[config.mk]
export PLATFORM = sky130hd
export DESIGN_NAME = matmul_seq
export DESIGN_NICKNAME = d
export VERILOG_FILES = /design/src/rtl/matmul_seq.sv
export SDC_FILE = /design/constraint.sdc
export NUM_CORES = 2
export LEC_CHECK = 0
export CORE_AREA = 2 2 443 445
export DETAILED_ROUTE_END_ITERATION = 10
export DIE_AREA = 0 0 445 447
export PLACE_DENSITY_LB_ADDON = 0.05
export SLEW_MARGIN = 0
export SYNTH_ARGS = -nofsm -noshare
export SYNTH_HDL_FRONTEND = slang
export SYNTH_SLANG_ARGS = --single-unit
[constraint.sdc]
create_clock -name clk -period 12.65 [get_ports clk]
set_input_delay 1.8975 -clock clk [delete_from_list [all_inputs] [get_ports clk]]
set_output_delay 1.8975 -clock clk [all_outputs]
set_load 0.05 [all_outputs]
[src/rtl/matmul_seq.sv]
// Sequential fixed-point matrix multiplier O = A x B using one MAC per clock, row-major output order.
// Optional saturation of each result to S bits is enabled by defining MATMUL_SAT_EN.
module matmul_seq #(
    parameter int S    = 32,
    parameter int FRAC = 16,
    parameter int H    = 2,
    parameter int C    = 2,
    parameter int W    = 2
) (
    input  logic             clk,
    input  logic             rst_n,
    input  logic             start,
    input  logic [H*C*S-1:0] a,
    input  logic [C*W*S-1:0] b,
    output logic [H*W*S-1:0] o,
    output logic             busy,
    output logic             done
);

    localparam int PW   = 2 * S;
    localparam int ACCW = 2 * S + $clog2(C) + 1;
    localparam int RB   = (H > 1) ? $clog2(H) : 1;
    localparam int KB   = (C > 1) ? $clog2(C) : 1;
    localparam int CB   = (W > 1) ? $clog2(W) : 1;

    localparam logic [RB-1:0] R_LAST = RB'(H - 1);
    localparam logic [KB-1:0] K_LAST = KB'(C - 1);
    localparam logic [CB-1:0] C_LAST = CB'(W - 1);

    typedef enum logic [1:0] {
        IDLE,
        MAC,
        WRITE,
        DONE
    } state_t;

    state_t r_state;
    state_t w_next;

    logic signed [S-1:0]    r_a [H][C];
    logic signed [S-1:0]    r_b [C][W];
    logic signed [S-1:0]    r_o [H][W];
    logic        [RB-1:0]   r_r;
    logic        [KB-1:0]   r_k;
    logic        [CB-1:0]   r_c;
    logic signed [ACCW-1:0] r_acc;

    logic signed [PW-1:0]   w_a_ext;
    logic signed [PW-1:0]   w_b_ext;
    logic signed [PW-1:0]   w_prod;
    logic signed [S-1:0]    w_res;
    logic                   w_last_elem;

    assign w_a_ext     = PW'(r_a[r_r][r_k]);
    assign w_b_ext     = PW'(r_b[r_k][r_c]);
    assign w_prod      = w_a_ext * w_b_ext;
    assign w_last_elem = (r_r == R_LAST) && (r_c == C_LAST);

`ifdef MATMUL_SAT_EN
    localparam logic signed [ACCW-1:0] SAT_MAX = ACCW'({1'b0, {(S-1){1'b1}}});
    localparam logic signed [ACCW-1:0] SAT_MIN = ~SAT_MAX;

    logic signed [ACCW-1:0] w_shift;

    assign w_shift = r_acc >>> FRAC;

    always_comb begin
        if (w_shift > SAT_MAX)
            w_res = SAT_MAX[S-1:0];
        else if (w_shift < SAT_MIN)
            w_res = SAT_MIN[S-1:0];
        else
            w_res = w_shift[S-1:0];
    end
`else
    // Low S bits of (acc >>> FRAC) are exactly this slice of the accumulator.
    assign w_res = r_acc[FRAC +: S];
`endif

    always_ff @(posedge clk or negedge rst_n) begin
        if (!rst_n)
            r_state <= IDLE;
        else
            r_state <= w_next;
    end

    always_comb begin
        w_next = r_state;
        unique case (r_state)
            IDLE:    if (start) w_next = MAC;
            MAC:     if (r_k == K_LAST) w_next = WRITE;
            WRITE:   w_next = w_last_elem ? DONE : MAC;
            DONE:    w_next = IDLE;
            default: w_next = IDLE;
        endcase
    end

    always_ff @(posedge clk or negedge rst_n) begin
        if (!rst_n) begin
            r_r   <= '0;
            r_k   <= '0;
            r_c   <= '0;
            r_acc <= '0;
            for (int unsigned i = 0; i < H; i++)
                for (int unsigned j = 0; j < C; j++)
                    r_a[i][j] <= '0;
            for (int unsigned i = 0; i < C; i++)
                for (int unsigned j = 0; j < W; j++)
                    r_b[i][j] <= '0;
            for (int unsigned i = 0; i < H; i++)
                for (int unsigned j = 0; j < W; j++)
                    r_o[i][j] <= '0;
        end else begin
            unique case (r_state)
                IDLE: begin
                    if (start) begin
                        r_r   <= '0;
                        r_k   <= '0;
                        r_c   <= '0;
                        r_acc <= '0;
                        for (int unsigned i = 0; i < H; i++)
                            for (int unsigned j = 0; j < C; j++)
                                r_a[i][j] <= a[(i*C+j)*S +: S];
                        for (int unsigned i = 0; i < C; i++)
                            for (int unsigned j = 0; j < W; j++)
                                r_b[i][j] <= b[(i*W+j)*S +: S];
                    end
                end
                MAC: begin
                    r_acc <= r_acc + ACCW'(w_prod);
                    if (r_k != K_LAST)
                        r_k <= r_k + KB'(1);
                end
                WRITE: begin
                    r_o[r_r][r_c] <= w_res;
                    r_acc         <= '0;
                    r_k           <= '0;
                    if (r_c == C_LAST) begin
                        r_c <= '0;
                        r_r <= (r_r == R_LAST) ? '0 : r_r + RB'(1);
                    end else begin
                        r_c <= r_c + CB'(1);
                    end
                end
                default: ;
            endcase
        end
    end

    for (genvar gr = 0; gr < H; gr++) begin : g_row
        for (genvar gc = 0; gc < W; gc++) begin : g_col
            assign o[(gr*W+gc)*S +: S] = r_o[gr][gc];
        end
    end

    assign busy = (r_state != IDLE);
    assign done = (r_state == DONE);

endmodule

### After elaboration in Yosys (flattened, before gate mapping)

Cells that the tools add are included.

| word-level totals | value |
|---|---|
| register bits after elaboration | 455 |
| input port bits | 259 |
| output and inout port bits | 130 |
| logic and storage cells | 79 |

| operators by class | value |
|---|---|
| add/subtract/negate cells | 4 |
| multiply operators | 1 |
| $lt $le $gt $ge | 5 |
| eq/ne operators | 6 |
| muxes and demuxes | 31 |
| bitwise operators | 3 |
| reductions and logical operators | 12 |

Operators with widths:

| operator | number |
|---|---|
| 64-bit two-way mux | 7 |
| 32-bit two-way mux | 7 |
| 66-bit one-hot mux with 3 select lines | 1 |
| 128-bit bitwise mux | 1 |
| 66-bit by 64-bit adder with 66-bit output | 1 |
| 66-bit two-way mux | 1 |
| 64-bit demux with 1-bit select | 1 |
| 32-bit by 32-bit multiplier with 64-bit output | 1 |
| 32-bit demux with 1-bit select | 1 |
| 2-bit one-hot mux with 4 select lines | 1 |
| 2-bit AND reduction | 4 |
| 2-bit >= comparator, second input constant | 3 |
| 2-bit two-way mux | 3 |
| 2-bit inequality test, second input constant | 3 |
| 1-bit inverter with 2-bit output | 3 |
| 1-bit two-way mux | 5 |
| 2-bit equality test, second input constant | 2 |
| 2-bit by 1-bit less-than comparator with 1-bit output, second input constant | 2 |
| 1-bit one-hot mux with 2 select lines | 2 |
| 2-bit nonzero test | 2 |
| 1-bit adder, second input constant | 3 |
| 1-bit logical AND | 3 |
| 1-bit one-hot mux with 3 select lines | 1 |
| 3-bit AND reduction | 1 |
| 3 further kinds | 3 |

### Depth between registers and ports, before layout

| depth | value |
|---|---|
| depth after elaboration | 10 |
| depth in mapped cells | 39 |
| mapped depth without buffers | 31 |

### Worst setup path after synthesis

OpenSTA, ideal clock, no wires.

| path | value |
|---|---|
| path kind | register to register |
| start point | register r_k |
| end point | register r_acc[44] |
| setup time | 0.121 ns |
| data arrival time | 9.162 ns |
| required time | 12.529 ns |
| setup slack | 3.367 ns |
| stages on the path, launching flop included | 36 |
| path buffers | 6 |
| clock period less this slack | 9.283 ns |
| cell sequence | dfrtp_1 > buf_2 > buf_2 > buf_2 > buf_2 > buf_2 > mux4_2 > clkbuf_1 > nand2_1 > inv_1 > fa_1 > inv_1 > fa_1 > inv_1 > fa_1 > inv_1 > fa_1 > inv_1 > fa_1 > fa_1 > fa_1 > inv_1 > fa_1 > inv_1 > ha_1 > inv_1 > nor2_1 > nand2_1 > or3_1 > o21ai_0 > a22oi_1 > o21ai_0 > nand3_1 > nand2_1 > xor2_1 > a22o_1 |

| between the ends | value |
|---|---|
| cells in the longest elaborated chain, start to end | 10 |
| elaborated cells between the ends (all ways) | 13 |
| classes of those cells | add/sub: 1; mul: 1; mux: 10; bitwise: 1 |

Ends and longest elaborated chain:

| what | line | source |
|---|---|---|
| start: declaration | 44 | `logic [KB-1:0] r_k;` |
| start signal: assignment | 132 | `r_k <= r_k + KB'(1);` |
| 1-bit inverter with 2-bit output (implied by the code) * | 54, 55 |  |
| 64-bit two-way mux (implied by the code) (3 in a row) | 55 | `assign w_b_ext = PW'(r_b[r_k][r_c]);` |
| 32-bit two-way mux (implied by the code) (3 in a row) | 55 |  |
| 32-bit by 32-bit multiplier with 64-bit output * | 56 | `assign w_prod = w_a_ext * w_b_ext;` |
| 66-bit by 64-bit adder with 66-bit output * | 130 | `r_acc <= r_acc + ACCW'(w_prod);` |
| 66-bit one-hot mux with 3 select lines * | 114 | `unique case (r_state)` |
| end signal: assignment | 130 |  |
| end: declaration | 46 | `logic signed [ACCW-1:0] r_acc;` |

Every way passes the cells marked *; elsewhere a longest branch is shown, timed or not. The select of a mux whose other input is x is not followed.
A chain may end at the register's enable or synchronous reset.

### Worst setup path after layout

| path | value |
|---|---|
| start point | register r_r |
| end point | register r_acc[44] |

| between the ends | value |
|---|---|
| cells in the longest elaborated chain, start to end | 10 |

Ends and longest elaborated chain:

| what | line | source |
|---|---|---|
| start: declaration | 43 | `logic [RB-1:0] r_r;` |
| start signal: assignment | 140 | `r_r <= (r_r == R_LAST) ? '0 : r_r + RB'(1);` |
| 1-bit inverter with 2-bit output (implied by the code) | 54 | `assign w_a_ext = PW'(r_a[r_r][r_k]);` |
| 64-bit two-way mux (implied by the code) (3 in a row) | 54 |  |
| 32-bit two-way mux (implied by the code) (3 in a row) | 54 |  |
| 32-bit by 32-bit multiplier with 64-bit output | 56 |  |
| 66-bit by 64-bit adder with 66-bit output | 130 |  |
| 66-bit one-hot mux with 3 select lines | 114 |  |

No other way between the ends. The select of a mux whose other input is x is not followed.

==> results.json <==
{
  "run_status": "complete, no violations",
  "start_kind": "flip-flop",
  "gp_congestion": 0.823,
  "setup_viol": 0,
  "multiInputGateArea_um2": 33000,
  "synth.most_common_cell": "inv_1",
  "placementRows": 162,
  "startpoint": "r_r",
  "synth_seq_cells": 437,
  "place_hpwl_um": 142000,
  "final-seq-area_um2": 10900,
  "post_cts_buffers": 0,
  "yosysTopAreaCell": "fa_1",
  "endpoint_kind": "flip-flop",
  "cp.arrival_ns": 10.51,
  "place_ws_ns": 2.78,
  "dieArea_um2": 199000,
  "worst_path_most_repeated_cell": "fa_1",
  "setup-tns-final_ns": 0,
  "gr-usage-all-layers_pct": 18.7,
  "worstMarginPinSlew_ns": 1.25,
  "grt_pass1_wl_um": 268000,
  "netlist_instances": 4682,
  "yosysSeqAreaShare_pct": 22.6,
  "ant_nets": 0,
  "firstDrtPassIters": 6,
  "finalNetCount": 6341,
  "coreArea_um2": 194000,
  "slowest_stage": "dfrtp_4",
  "ys.flop_type": "dfrtp_1",
  "clock-sinks": 437,
  "min_path_type": "reg -> reg",
  "cp_max_fo": 37,
  "syn-num-nets": 6029,
  "drtIter0Drc": 1681,
  "viasPerCell": 4.40,
  "io_pins": 389,
  "cts_max_path_buffers": 3,
  "clk_pin_slew_worst_paths_ns": 0.06,
  "cts_max_level": 2,
  "async_flop_share_pct": 100,
  "die_h_um": 447,
  "synth_warnings": 0,
  "synth.top_cells.by_area": "fa_1 37%, dfrtp_1 23%, mux2_2 9.3%, inv_1 7.5%, nand2_1 5.2%",
  "cts_made_buffers": 58,
  "yosysTopAreaCellShare_pct": 37.4,
  "finalCriticalPeriod_ns": 9.96,
  "post_drt_wl_per_cell_um": 24.2,
  "synth-edff-count": 0,
  "setup_slack_ns": 2.69,
  "start_util_pct": 24.9,
  "cap_violations": 0,
  "rsz0062_at_grt": "false",
  "final_util_pct": 29.6,
  "port_buffers": 388,
  "reg2reg_from": "r_r",
  "ys_types": 54,
  "grt_start_max_net_pins": 164,
  "via_count": 33350,
  "slew_viol_final": 0,
  "cp_slowest_stage_delay_ns": 0.73,
  "fin_skew_ns": 0.0558,
  "min-delay-start": "o[101]",
  "worstSkewPairLatency_ns": 0.71,
  "ctsResizeCount": 0,
  "ctsRootBufferMaster": "clkbuf_16",
  "synth_common_cells": "966 x inv_1, 904 x fa_1, 671 x nand2_1",
  "antenna_found_initial": 10,
  "routed_wl_um": 184000,
  "die_w_um": 445,
  "worstSetupPathType": "reg -> reg",
  "avgSynthCellArea_um2": 10.3,
  "hold_violations": 0,
  "grt_pass1_vias": 37219,
  "period_share_pct": 78.7,
  "crit_required_ns": 13.20,
  "relSlewSlack_pct": 16.5,
  "max_freq_mhz": 100,
  "route.detailed.drc": 0,
  "cts_tree": "built",
  "syn_area_um2": 48300,
  "nFillCells": 20379,
  "drive_gt1_share_pct": 13.0,
  "areaGrowthSynthToFinish_pct": 18.8,
  "grt-ovfl-total": 0,
  "hold_buffers": 0
}
worst paths after layout:
check	endpoint	slack, ns	cells after the start
min	o[101]	0.48	2
min reg2reg	o[101]	0.48	2
max in group asynchronous	r_k	9.47	3
min in group asynchronous	r_a[75]	1.12	1
max	r_acc[44]	2.69	30
max reg2reg	r_acc[44]	2.69	30
cells by family (layout without fill, tap and decap cells):
kind of cell,Yosys count,after routing,synth area share [%]
buffers and inverters,1203,1561,9.44
and+or+nand+nor,1102,1102,9.11
adders and majority gates,1088,1088,42.2
muxes,462,462,11.1
DFF,437,437,22.6
AOI/OAI and AO/OA,302,302,3.90
xor gates and xnor gates,88,88,1.59
other,0,3,0
worst max-delay path: cells and delay by family, from the launching register on:
kind	cells	cell delay [ns]
AO/OA/AOI/OAI	9	2.89
XOR/XNOR	1	0.14
adder cells (fa/ha/maj)	9	4.37
buffers and inverters	6	0.90
flip-flops	1	0.73
multiplexers	1	0.18
AND/OR/NAND/NOR	4	0.52
cell type report:
class                      instances  share of cell area, %
sequential                       437                   19.1
tap                             2542                   5.54
multi-input combinational       3042                   57.5
antenna                            3                 0.0131
timing repair buffer             488                   8.17
inverter                         967                   6.32
clock inverter                    18                  0.457
clock buffer                      88                   2.98
flip-flops by register name (all words and copies together) (netlist names):
register and cells:
o 128, r_a 128, r_b 128, r_acc 48, r_state 2, r_c 1
r_k 1, r_r 1
through the flow:
stage,area [um^2],std cells,hold WS (ns)
finish,57400,7585,0.476
global route,57400,7584,0.513
CTS,57400,7582,0.484
detailed placement,55400,7476,0.470
global placement,55400,7476,0.466
floorplan,48300,4682,0.450
cell usage in the layout, fill, tap and decap left out, types with 8 or more instances in the layout:
cell type / count
clkbuf_8: 15
buf_4: 96
nor2_1: 319
ha_1: 184
o21ai_1: 21
dfrtp_1: 434
nand2_1: 671
mux4_2: 20
o21a_1: 40
xor2_1: 21
a21o_1: 29
o21ai_0: 88
inv_1: 966
fa_1: 904
nand3_1: 8
mux2i_1: 44
mux2_2: 398
a22o_1: 14
xnor2_1: 67
clkdlybuf4s50_1: 387
o21ai_2: 17
clkbuf_1: 15
and2_1: 68
clkbuf_16: 58
a21oi_1: 40
routing by layer:
| metal | part of all wire, % | vias up | wire length (um) | GRT usage [%] |
|---|---|---|---|---|
| li1 | - | 14694 | - | - |
| met1 | 41 | 17960 | 74600 | 23.2 |
| met2 | 54 | 573 | 100000 | 35.1 |
| met3 | 3.5 | 123 | 6360 | 2.08 |
| met4 | 1.5 | 0 | 2670 | 3.13 |
| met5 | 0 | - | 0 | 0 |
Power is left out: the tool's default activity adds up to more than one toggle a clock period on the data nets, which glitch-free logic cannot reach.
